$ cat src/rtl/wb_write_arbiter.sv
// ---------------------------------------------------------------------------
// wb_write_arbiter
//
// Owns the single write port of the register file. Two result sources share
// it:
//   - the in-order pipeline writeback (priority, never backpressured)
//   - a multicycle unit (mul/div) whose results are buffered in a small
//     circular FIFO behind a valid/ready handshake.
// A per-register scoreboard (busy_vec) marks destinations with a multicycle
// result still outstanding so decode can stall on RAW/WAW hazards.
//
// Optional feature (compile-time macro): WB_FIFO_BYPASS_EN
//   When defined, a multicycle result arriving while the FIFO is empty and no
//   valid pipeline write is present goes straight to the register file in the
//   same cycle instead of being enqueued.
//
// Ports:
//   clk, reset          clock, asynchronous active-high reset
//   p_wen/p_waddr/p_wdata      pipeline writeback (zero-latency pass-through)
//   m_valid/m_ready            multicycle result handshake
//   m_waddr/m_wdata            multicycle result destination and data
//   m_issue/m_issue_addr       decode issued a multicycle op to this register
//   busy_vec                   one bit per register, set while outstanding
//   rf_wen/rf_waddr/rf_wdata   register file write port
// ---------------------------------------------------------------------------
module wb_write_arbiter #(
    parameter int XLEN           = 32,
    parameter int REG_COUNT      = 32,
    parameter int REG_ADDR_WIDTH = 5,
    parameter int FIFO_DEPTH     = 4
) (
    input  logic                      clk,
    input  logic                      reset,

    input  logic                      p_wen,
    input  logic [REG_ADDR_WIDTH-1:0] p_waddr,
    input  logic [XLEN-1:0]           p_wdata,

    input  logic                      m_valid,
    output logic                      m_ready,
    input  logic [REG_ADDR_WIDTH-1:0] m_waddr,
    input  logic [XLEN-1:0]           m_wdata,

    input  logic                      m_issue,
    input  logic [REG_ADDR_WIDTH-1:0] m_issue_addr,
    output logic [REG_COUNT-1:0]      busy_vec,

    output logic                      rf_wen,
    output logic [REG_ADDR_WIDTH-1:0] rf_waddr,
    output logic [XLEN-1:0]           rf_wdata
);

    localparam int PTR_W = (FIFO_DEPTH > 1) ? $clog2(FIFO_DEPTH) : 1;
    localparam int CNT_W = $clog2(FIFO_DEPTH) + 1;

    typedef struct packed {
        logic [REG_ADDR_WIDTH-1:0] addr;
        logic [XLEN-1:0]           data;
    } wb_entry_t;

    // ------------------------------------------------------------------
    // State
    // ------------------------------------------------------------------
    wb_entry_t             fifo_mem [FIFO_DEPTH];
    logic [PTR_W-1:0]      wr_ptr;
    logic [PTR_W-1:0]      rd_ptr;
    logic [CNT_W-1:0]      count;
    logic [REG_COUNT-1:0]  busy_q;

    // ------------------------------------------------------------------
    // Control
    // ------------------------------------------------------------------
    logic                      p_act;      // pipeline write to a real register
    logic                      fifo_empty;
    logic                      fifo_full;
    logic                      m_take;     // handshake completes
    logic                      m_live;     // accepted and not addressed to r0
    logic                      bypass;
    logic                      push;
    logic                      pop;
    wb_entry_t                 head;
    wb_entry_t                 m_entry;
    logic                      clr_en;     // a multicycle write hits the port
    logic [REG_ADDR_WIDTH-1:0] clr_addr;
    logic [REG_COUNT-1:0]      busy_nxt;

    always_comb begin
        p_act      = p_wen && (p_waddr != '0);
        fifo_empty = (count == '0);
        fifo_full  = (count == CNT_W'(FIFO_DEPTH));
        // Ready depends only on the current count: a pop this cycle does not
        // open a slot for this cycle's push.
        m_ready    = !reset && !fifo_full;
        m_take     = m_valid && m_ready;
        // r0 results complete the handshake but are otherwise discarded.
        m_live     = m_take && (m_waddr != '0);
`ifdef WB_FIFO_BYPASS_EN
        bypass     = m_live && fifo_empty && !p_act;
`else
        bypass     = 1'b0;
`endif
        push       = m_live && !bypass;
        pop        = !reset && !p_act && !fifo_empty;
        head       = fifo_mem[rd_ptr];
        m_entry    = '{addr: m_waddr, data: m_wdata};
    end

    // ------------------------------------------------------------------
    // Write-port mux: pipeline > FIFO head > bypassed result > idle.
    // Idle drives zeros so the port is quiet; reset forces idle
    // asynchronously regardless of inputs.
    // ------------------------------------------------------------------
    always_comb begin
        rf_wen   = 1'b0;
        rf_waddr = '0;
        rf_wdata = '0;
        clr_en   = 1'b0;
        clr_addr = '0;
        if (reset) begin
            rf_wen = 1'b0;
        end else if (p_act) begin
            rf_wen   = 1'b1;
            rf_waddr = p_waddr;
            rf_wdata = p_wdata;
        end else if (!fifo_empty) begin
            rf_wen   = 1'b1;
            rf_waddr = head.addr;
            rf_wdata = head.data;
            clr_en   = 1'b1;
            clr_addr = head.addr;
        end else if (bypass) begin
            rf_wen   = 1'b1;
            rf_waddr = m_waddr;
            rf_wdata = m_wdata;
            clr_en   = 1'b1;
            clr_addr = m_waddr;
        end
    end

    // ------------------------------------------------------------------
    // Scoreboard next state. The clear is applied first so that an issue
    // to the same register in the same cycle (a new op reusing the
    // destination just retired) leaves the bit set.
    // ------------------------------------------------------------------
    always_comb begin
        busy_nxt = busy_q;
        for (int r = 1; r < REG_COUNT; r++) begin
            if (clr_en && (clr_addr == REG_ADDR_WIDTH'(r)))
                busy_nxt[r] = 1'b0;
            if (m_issue && (m_issue_addr == REG_ADDR_WIDTH'(r)))
                busy_nxt[r] = 1'b1;
        end
        busy_nxt[0] = 1'b0;
    end

    assign busy_vec = busy_q;

    // ------------------------------------------------------------------
    // FIFO pointers, occupancy and scoreboard registers
    // ------------------------------------------------------------------
    always_ff @(posedge clk or posedge reset) begin
        if (reset) begin
            wr_ptr <= '0;
            rd_ptr <= '0;
            count  <= '0;
            busy_q <= '0;
        end else begin
            if (push)
                wr_ptr <= (wr_ptr == PTR_W'(FIFO_DEPTH - 1)) ? '0 : wr_ptr + 1'b1;
            if (pop)
                rd_ptr <= (rd_ptr == PTR_W'(FIFO_DEPTH - 1)) ? '0 : rd_ptr + 1'b1;
            case ({push, pop})
                2'b10:   count <= count + 1'b1;
                2'b01:   count <= count - 1'b1;
                default: count <= count;
            endcase
            busy_q <= busy_nxt;
        end
    end

    // Storage needs no reset: entries are only read while count says valid.
    always_ff @(posedge clk) begin
        if (push)
            fifo_mem[wr_ptr] <= m_entry;
    end

endmodule

$ cat config.mk
export PLATFORM = sky130hd
export DESIGN_NAME = wb_write_arbiter
export DESIGN_NICKNAME = d
export VERILOG_FILES = /design/src/rtl/wb_write_arbiter.sv
export SDC_FILE = /design/constraint.sdc
export NUM_CORES = 1
export LEC_CHECK = 0
export CORE_MARGIN = 1.5
export CORE_UTILIZATION = 57
export DETAILED_ROUTE_END_ITERATION = 10
export DONT_BUFFER_PORTS = 1
export HOLD_SLACK_MARGIN = 0.06
export PLACE_DENSITY = 0.77
export REMOVE_ABC_BUFFERS = 1
export SYNTH_ARGS = -nofsm -noshare
export SYNTH_HDL_FRONTEND = slang
export SYNTH_SLANG_ARGS = --single-unit
$ cat constraint.sdc
create_clock -name clk -period 2.25 [get_ports clk]
set_input_delay 0.45 -clock clk [delete_from_list [all_inputs] [get_ports clk]]
set_output_delay 0.45 -clock clk [all_outputs]
set_load 0.05 [all_outputs]
==> flow_summary.yaml <==
layout:
  final_common_cell: "edfxtp_1"
  stdcell_area_um2: 9778
  layout-drive-gt1-share: 0.3166
  final_cells: 735
  nNetsFinal: 637
  synthToLayoutAreaGrowth_pct: 24.30
  diodes: 0
  layout_common_cells: "edfxtp_1 (148), nor2_1 (63), buf_12 (47)"
setup_path:
  worstPathCellList: "buf_12 > mux4_2 > or3b_1 > a21oi_2 > buf_6"
  critPathMaxStageDelay_ns: 0.46
  crit_path_start: "rd_ptr[0]"
  cpMaxStageDelayCell: "dfrtp_2"
  critical_path_arrival_ns: 2.08
  ff2ff_path_depth: 8
  critPathCaptureType: "output pin"
  crit_fanout: 7
  cp-start-kind: "flip-flop"
  crit_required_ns: 1.80
  ff2ff_setup_slack_ns: 0.02
  endpoint: "rf_waddr[2]"
  crit_cells: 5
  critPathTopFamily: "flip-flops"
  path_class: "reg -> out"
  r2r-end: "busy_vec[18]"
  critPathBufInv: 2
  r2r_start: "rd_ptr[0]"
floorplan:
  std_cell_rows: 42
  core_region_area_um2: 13350
  die_y_um: 120.5
  io_pins: 155
  start_util: 0.5893
  fp.dieW_um: 120.5
  dieArea_um2: 14510
detailed_routing:
  drc: 0
  viasPerCell: 6.229
  vias: 4578
  dr.first_iter.drc_count: 322
  drt-total-wl_um: 17930
  wl_per_cell_um: 24.40
  postRouteAntennaNets: 0
  dr.pass1.iters: 4
global_route:
  antenna_found_initial: 0
  grt_max_degree: 39
  grt_pass1_wl_um: 27240
  grt_pass1_vias: 4833
  gr-usage-all-layers: 0.2597
  overflow: 0
sta:
  fmax_ghz: 0.3960
  hold_ws_ns: 0.06219
  slew-limit-headroom: 0.5602
  hold_viol: 0
  rsz0062_at_grt: "yes"
  layout_setup_ws_ns: -0.2753
  period_share: 1.122
  fin_skew_ns: 0.006386
  finalMaxSlewViolations: 0
  tightestPinTransition_ns: 0.6581
  setup_viol: 37
  period_needed_ns: 2.525
synthesis:
  synth_area_per_cell_um2: 16.53
  ys.warnings.count: 0
  ys_seq_area_frac: 0.6859
  ys_ff_latch: 186
  ys_types: 42
  synth.cell_area_um2: 7866
  postSynthCellCount: 476
place:
  placed_area_um2: 9005
  routabilityCongestion: 0.8449
  dp.final_hpwl_um: 11460
  port_buffers: 0
  dp_slack_ns: -0.2265
  dp.cells: 691
clocking:
  cts_hold_buf: 0
  cts_tree: "done"
  cts-root-buf: "clkbuf_16"
  cts.path.max_buffers: 2
  h-tree-depth: 4
  numCtsBuffers: 17
  numClockSinks: 186
  insertion_delay_ns: 0.43
  clkTransAtPathRegs_ns: 0.07
run_status:
  failed_checks: "setup timing"
  status: "finished, violations left"
power:
  leakage_nw: 3.439
  p_per_area_nw_per_um2: 1347
  ir_worst_vdd_uv: 664.9
  p_total_mw: 13.17
min_path:
  min_path_type: "in -> async"
run:
  maxCapViolCount: 0
-- cell type report --
| type | instances | area (um^2) |
|---|---|---|
| clock buffer | 19 | 432.9 |
| clock inverter | 13 | 91.34 |
| fill | 827 | 3570 |
| inverter | 7 | 26.28 |
| multi-input combinational | 257 | 2385 |
| sequential | 186 | 5398 |
| tap | 176 | 220.2 |
| timing repair buffer | 77 | 1225 |
-- per-layer routing --
metal	up-vias	global-route usage	wire length, um	part of all wire
met5	-	0	0	0
met4	0	0.08750	270	0.015
met3	20	0.08066	1645	0.092
met2	228	0.4577	9796	0.55
met1	2323	0.3023	6220	0.35
li1	2007	-	-	-
-- worst min-delay path by stage --
stage,start,endpoint,slack [ns],depth (start not counted)
2_1_floorplan,count[0],count[0],0.46,1
3_3_place_gp,count[0],count[0],0.48,1
3_5_place_dp,count[0],count[0],0.49,1
4_1_cts,reset,busy_vec[12],0.07,2
5_1_grt,m_wdata[20],fifo_mem[0][20],0.09,0
6_report,reset,busy_vec[12],0.06,2
-- sequential cells by signal, indices dropped and copies added, names as in the netlist --
register / flops
busy_vec: 31
wr_ptr: 2
rd_ptr: 2
count: 3
fifo_mem: 148
-- report_power, final --
group,leakage (nW),internal [mW],switching (mW),total [mW]
logic,1.39,2.34,2.40,4.74
registers,1.79,4.35,1.41,5.76
clock network,0.258,1.42,1.25,2.67
-- synthesized netlist by cell type (all sizes together) --
cell | count | area (um^2)
a21oi | 32 | 160.2
a22o | 36 | 315.3
a31oi | 1 | 6.260
and2 | 4 | 25.02
buf | 14 | 93.83
clkbuf | 13 | 48.80
conb | 1 | 3.750
dfrtp | 38 | 950.9
edfxtp | 148 | 4444
fa | 1 | 20.02
ha | 6 | 75.07
inv | 7 | 26.28
mux2 | 4 | 45.04
mux2i | 1 | 10.01
mux4 | 37 | 833.3
nand2 | 4 | 15.01
nand2b | 4 | 25.02
nand3 | 1 | 5.000
nand4 | 1 | 6.260
nand4b | 3 | 26.28
nand4bb | 3 | 33.78
nor2 | 65 | 251.5
nor3 | 13 | 70.07
nor3b | 19 | 142.6
nor4 | 2 | 42.54
nor4b | 3 | 71.32
o211a | 1 | 10.01
o21a | 1 | 7.510
o21ai | 2 | 10.01
o41ai | 1 | 8.760
or2 | 3 | 18.77
or3b | 1 | 8.760
or4 | 2 | 18.77
or4b | 1 | 10.01
xnor2 | 1 | 8.760
xor2 | 2 | 17.52
-- logic make-up (layout without fill, tap and decap cells) --
| group | after synthesis | in the layout | synth area share |
|---|---|---|---|
| flops | 186 | 186 | 0.6859 |
| simple gates | 129 | 130 | 0.09798 |
| compound gates | 74 | 74 | 0.06585 |
| mux | 42 | 42 | 0.1129 |
| buf+inv | 34 | 116 | 0.02147 |
| fa+ha+maj | 7 | 7 | 0.01209 |
| xor+xnor | 3 | 3 | 0.003341 |
| other cells | 1 | 1 | 0.0004767 |
-- metrics by stage --
stage | setup TNS, ns | util
final | -7.988 | 0.7326
after global routing | -10.48 | 0.7326
after CTS | -8.682 | 0.7300
after detailed placement | -7.133 | 0.6746
after global placement | -5.243 | 0.6746
after floorplan | -172.50 | -
-- timing repair --
| item | 4_1_cts | 5_1_grt |
|---|---|---|
| resized for setup | 10 | 14 |
| setup buffers | 8 | 1 |
| cloned | 4 | 0 |
| endpoints found under the setup margin | 37 | 47 |
| pin swaps | 6 | 5 |
No activity file was read; power rests on OpenSTA's default activity.
